$ cat config.mk
export PLATFORM = sky130hd
export DESIGN_NAME = rom_pattern_sequencer
export DESIGN_NICKNAME = d
export VERILOG_FILES = /design/src/rtl/rom_seq_pkg.sv /design/src/rtl/rom_pattern_sequencer.sv
export SDC_FILE = /design/constraint.sdc
export NUM_CORES = 1
export LEC_CHECK = 0
export ABC_AREA = 1
export CAP_MARGIN = 20
export CORE_ASPECT_RATIO = 0.5
export CORE_MARGIN = 8
export CORE_UTILIZATION = 30
export DETAILED_ROUTE_END_ITERATION = 12
export SLEW_MARGIN = 10
export SYNTH_ARGS = -nofsm -noshare
export SYNTH_HDL_FRONTEND = slang
export SYNTH_SLANG_ARGS = --single-unit
$ cat constraint.sdc
create_clock -name clk -period 3.6 [get_ports clk]
set_clock_uncertainty 0.15 [all_clocks]
set_input_delay 0.72 -clock clk [delete_from_list [all_inputs] [get_ports clk]]
set_output_delay 0.72 -clock clk [all_outputs]
set_load 0.01 [all_outputs]
$ cat src/rtl/rom_seq_pkg.sv
// Shared types for the ROM pattern sequencer.
// The DWELL encoding is reserved even when ROM_SEQ_DWELL_EN is undefined.
package rom_seq_pkg;

   typedef enum logic [2:0] {
      IDLE    = 3'd0,
      FETCH   = 3'd1,
      PRESENT = 3'd2,
      DWELL   = 3'd3,
      DONE    = 3'd4
   } rom_seq_state_t;

endpackage

$ cat src/rtl/rom_pattern_sequencer.sv
// Address sequencer and output register for an asynchronous ROM, valid/ready output.
// Optional inter-word dwell is enabled by defining ROM_SEQ_DWELL_EN.
module rom_pattern_sequencer
   import rom_seq_pkg::*;
#(
   parameter int DATA_WIDTH = 8,
   parameter int ADDR_WIDTH = 3
) (
   input  logic                  clk,
   input  logic                  n_reset,
   input  logic                  start,
   input  logic                  stop,
   input  logic                  loop_en,
   output logic [ADDR_WIDTH-1:0] rom_addr,
   input  logic [DATA_WIDTH-1:0] rom_q,
   output logic [DATA_WIDTH-1:0] data_out,
   output logic                  data_valid,
   input  logic                  data_ready,
   output logic                  busy,
   output logic                  done,
   output logic                  wrap
`ifdef ROM_SEQ_DWELL_EN
   ,
   input  logic [7:0]            dwell
`endif
);

   localparam logic [ADDR_WIDTH-1:0] LAST = {ADDR_WIDTH{1'b1}};

   rom_seq_state_t        state_r, state_s;
   logic [ADDR_WIDTH-1:0] addr_r, addr_s;
   logic [DATA_WIDTH-1:0] data_r, data_s;
   logic                  valid_r, valid_s;
   logic                  busy_r, busy_s;
   logic                  done_r, done_s;
   logic                  wrap_r, wrap_s;
   logic                  hs_s;
   logic                  last_s;
   logic                  final_s;
`ifdef ROM_SEQ_DWELL_EN
   logic [7:0]            cnt_r, cnt_s;
`endif

   assign hs_s    = valid_r && data_ready;
   assign last_s  = (addr_r == LAST);
   // The final handshake is the one that ends a single pass.
   assign final_s = last_s && !loop_en;

   // State and output registers
   always_ff @(posedge clk or negedge n_reset) begin
      if (!n_reset) begin
         state_r <= IDLE;
         addr_r  <= {ADDR_WIDTH{1'b0}};
         data_r  <= {DATA_WIDTH{1'b0}};
         valid_r <= 1'b0;
         busy_r  <= 1'b0;
         done_r  <= 1'b0;
         wrap_r  <= 1'b0;
`ifdef ROM_SEQ_DWELL_EN
         cnt_r   <= 8'd0;
`endif
      end else begin
         state_r <= state_s;
         addr_r  <= addr_s;
         data_r  <= data_s;
         valid_r <= valid_s;
         busy_r  <= busy_s;
         done_r  <= done_s;
         wrap_r  <= wrap_s;
`ifdef ROM_SEQ_DWELL_EN
         cnt_r   <= cnt_s;
`endif
      end
   end

   // Next-state logic; stop overrides any handshake or start
   always_comb begin
      state_s = state_r;
      if (stop) begin
         state_s = IDLE;
      end else begin
         case (state_r)
            IDLE: begin
               if (start) state_s = FETCH;
               else       state_s = IDLE;
            end
            FETCH: state_s = PRESENT;
            PRESENT: begin
               if (!hs_s)        state_s = PRESENT;
               else if (final_s) state_s = DONE;
`ifdef ROM_SEQ_DWELL_EN
               else if (dwell != 8'd0) state_s = DWELL;
`endif
               else              state_s = FETCH;
            end
`ifdef ROM_SEQ_DWELL_EN
            DWELL: begin
               if (cnt_r == 8'd1) state_s = FETCH;
               else               state_s = DWELL;
            end
`endif
            DONE:    state_s = IDLE;
            default: state_s = IDLE;
         endcase
      end
   end

   // Next values of the registered outputs
   always_comb begin
      addr_s  = addr_r;
      data_s  = data_r;
      valid_s = 1'b0;
      done_s  = 1'b0;
      wrap_s  = 1'b0;
      busy_s  = (state_s != IDLE);
`ifdef ROM_SEQ_DWELL_EN
      cnt_s   = cnt_r;
`endif
      if (stop) begin
         addr_s = {ADDR_WIDTH{1'b0}};
      end else begin
         case (state_r)
            IDLE: addr_s = {ADDR_WIDTH{1'b0}};
            FETCH: begin
               data_s  = rom_q;
               valid_s = 1'b1;
            end
            PRESENT: begin
               if (hs_s) begin
                  // Wrap is explicit rather than relying on counter overflow.
                  if (last_s) begin
                     addr_s = {ADDR_WIDTH{1'b0}};
                     wrap_s = loop_en;
                     done_s = !loop_en;
                  end else begin
                     addr_s = addr_r + ADDR_WIDTH'(1);
                  end
`ifdef ROM_SEQ_DWELL_EN
                  cnt_s = dwell;
`endif
               end else begin
                  valid_s = 1'b1;
               end
            end
`ifdef ROM_SEQ_DWELL_EN
            DWELL: cnt_s = cnt_r - 8'd1;
`endif
            DONE:    addr_s = {ADDR_WIDTH{1'b0}};
            default: addr_s = {ADDR_WIDTH{1'b0}};
         endcase
      end
   end

   assign rom_addr   = addr_r;
   assign data_out   = data_r;
   assign data_valid = valid_r;
   assign busy       = busy_r;
   assign done       = done_r;
   assign wrap       = wrap_r;

endmodule
==> summary.txt <==
Cells and area
  • Number of diodes added for antenna fixing: 0
  • Layout overhead on the synthesized area: 46.5%
  • Commonest non-fill, non-tap cell in the layout: nand2_1
  • Proportion of layout cells with a drive suffix above 1: 8.87%
  • Highest-count cells in the layout ignoring fill and taps: nand2_1 (37), clkdlybuf4s50_1 (28), dfrtp_1 (18)
  • Number of nets in the layout: ~140

Worst setup path
  • Total buffers and inverters traversed by the critical path: 1
  • Setup crit end kind: output port
  • Endpoint arrival time on the critical path: ~1200 ps
  • Crit path max-delay family: buffers and inverters
  • Slowest Stage Delay on Critical Path: 550 ps
  • CP Class: reg2out
  • Crit Reg-Reg Startpoint: rom_addr[0]$_DFFE_PN0P_
  • Cell with the largest stage delay on the worst path: clkdlybuf4s50_1
  • Worst EP required: about 2700 ps
  • Startpoint of the most critical setup path: rom_addr[0]$_DFFE_PN0P_
  • Setup crit start kind: register
  • Highest fanout seen on the critical path: 4
  • Worst-path cell chain: clkdlybuf4s50_1

CTS
  • Reg clk slew, reported paths: 70 ps
  • CTS tree: done
  • Number of H-tree levels: 1
  • Clock root cell: clkbuf_8
  • Source-to-sink clock delay at the later pin of the worst-skew pair: 250 ps
  • Count of buffers added by post-CTS timing repair for setup: 0
  • TritonCTS buffer count: 3
  • Clock Sink Count: 18
  • Cts hold-fix bufs: 0
  • Count of instances resized after the clock tree is built: 0
  • Clock Tree Buf Depth: 2

Detailed routing
  • Final routed DRC violation total: 0
  • Detailed-route wire length: 1.75 mm
  • Via count: 636
  • Number of antenna-violating nets in the routed design: 0
  • Ratio of routed vias to standard cells: 3.95
  • Wire per inst: 10.8 um
  • Detailed-router iteration count before antenna repair: 4
  • Iteration-0 DRC Markers: 17

Synthesis
  • Register bit total from synthesis: 18
  • Net count after synthesis: about 110
  • Synth Instances: 93
  • Ys Warns: 0
  • Number of distinct library cell variants in the gate-level netlist after synthesis: 13
  • Post-Synthesis Mean Instance Area: 8.56 sq um
  • Part of the Yosys area used for sequential elements: 56.6%
  • Cell area after synthesis: around 800 sq um

Floorplanning
  • Row count: 13
  • Initial Util: between 30 and 40%
  • Area of the placeable core: 0.00255 sq mm
  • Top Ports: 29
  • Die width: slightly below 90 um
  • Die outline height: 52.4 um
  • Floorplan die area: 0.00466 sq mm

Placement
  • Final HPWL DP: 1.41 mm
  • Placer congestion estimate: 0.725
  • I/O Buffers: 28

Hold path
  • Hold WC Path Type: reg2reg
  • Start point of the worst hold path: data_out[6]$_DFFE_PN0P_

Pwr
  • Sequential group share of total power: between 40% and 50%
  • Net Sw Frac: 25.4%
  • Part of the power in the clock network: 30.0%
  • IR Drop Worst-Case VDD: ~0.14 mV
  • Power Internal: 0.403 mW
  • Combinational power share: 24.2%
  • Final Power: around 0.54 mW
  • Leak pwr: 0.581 nW
  • Net switching power of the design: roughly 0.14 mW
  • Power density cells: ~460 mW/mm^2

GRT
  • Total global routing track utilization: just over 8%
  • Largest net degree at the start of global routing: 19
  • Number of global-route vias before repair: 623
  • Wire length of the first global-routing pass: approximately 2.8 mm
  • Initial antenna violation count: 0
  • Overflow left after global routing: 0

STA
  • Setup violations, final: 0
  • Slew @ Worst Pin: 805 ps
  • FMAX: 0.484 GHz
  • Max-slew headroom: 46.1%
  • Number of hold-slack violations in the final timing report: 0
  • Fin crit share: between 50% and 60%
  • Count of pins over their slew limit: 0
  • Setup TNS after final layout: 0 ps
  • Unrepaired setup endpoints after global routing: no
  • Clock period minus final worst setup slack: 2070 ps

Run
  • Max_cap viols: 0

Status
  • Status: finished, final reports clean
==> final timing paths <==
check / to / slack, ps / cells after the start
min: data_out[6]$_DFFE_PN0P_ / 330 / 2
max in group asynchronous: data_out[7]$_DFFE_PN0P_ / 2020 / 1
min reg2reg: data_out[6]$_DFFE_PN0P_ / 330 / 2
min in group asynchronous: wrap$_DFF_PN0_ / 780 / 1
max reg2reg: rom_addr[0]$_DFFE_PN0P_ / 2050 / 6
max: rom_addr[0] / 1530 / 1
==> metal layers <==
metal	share of wire (%)	global-route usage, %	vias to the layer above
met4	2.5	5.82	0
met3	7.3	3.44	5
met5	0	0	-
li1	-	-	341
met2	48	14.0	13
met1	42	7.71	277
==> cells by family (layout without fill, tap and decap cells) <==
kind of cell / after synthesis / in the layout / synth area share, %
AO/OA/AOI/OAI: 3 / 3 / 3.30
adder cells (fa/ha/maj): 2 / 2 / 3.14
buffers and inverters: 12 / 43 / 6.60
flip-flops: 18 / 18 / 56.6
AND/OR/NAND/NOR: 58 / 58 / 30.3
==> power by group through the flow <==
stage,Combinational (mW),Clock [mW],Sequential [mW]
2_1_floorplan,0.0385,0,0.264
3_3_place_gp,0.133,0,0.252
3_5_place_dp,0.133,0,0.252
4_1_cts,0.134,0.169,0.248
5_1_grt,0.141,0.175,0.251
6_report,0.131,0.162,0.248
==> final cells by class <==
cell class | instances | area (sq um)
flip-flops and latches | 18 | 450
well taps | 37 | 46.3
repair buffers | 28 | 280
fillers | 252 | 1390
clock buffers | 4 | 55.1
inverters | 11 | 41.3
multi-input cells | 63 | 293
==> registers in the layout, indices dropped and copies added, names as in the netlist <==
| signal | count |
|---|---|
| rom_addr | 3 |
| wrap | 1 |
| done | 1 |
| busy | 1 |
| state_r | 3 |
| data_valid | 1 |
| data_out | 8 |
==> per-stage QoR <==
step                      cell area (sq um)  hold WS, ps  utilization (%)  instances  setup slack [ps]
after floorplan                         796          274                -         93              2100
after global placement                 1110          321             43.5        157              1440
after detailed placement               1110          322             43.5        157              1400
after CTS                              1170          337             45.7        161              1510
after global routing                   1170          349             45.7        161              1470
final                                  1170          329             45.7        161              1530
==> worst register-to-register path, cell delays in order, from the launching register on <==
cell and delay [ps]:
dfrtp_1 410, ha_1 210, ha_1 200, or2_2 290, nor2_1 110, nand2_1 60
nand2_1 60
==> cells in the mapped netlist <==
| cell | count | area share (%) |
|---|---|---|
| o21ai_0 | 2 | 1.3 |
| ha_1 | 2 | 3.1 |
| nand2_1 | 37 | 17 |
| o21ai_4 | 1 | 2.0 |
| nand3_2 | 2 | 2.5 |
| inv_2 | 1 | 0.47 |
| nor2_1 | 13 | 6.1 |
| buf_6 | 1 | 1.4 |
| nor2_2 | 2 | 1.6 |
| dfrtp_1 | 18 | 57 |
| nand3_1 | 3 | 1.9 |
| inv_1 | 10 | 4.7 |
| or2_2 | 1 | 0.79 |
Power figures use the tool's default switching activity.
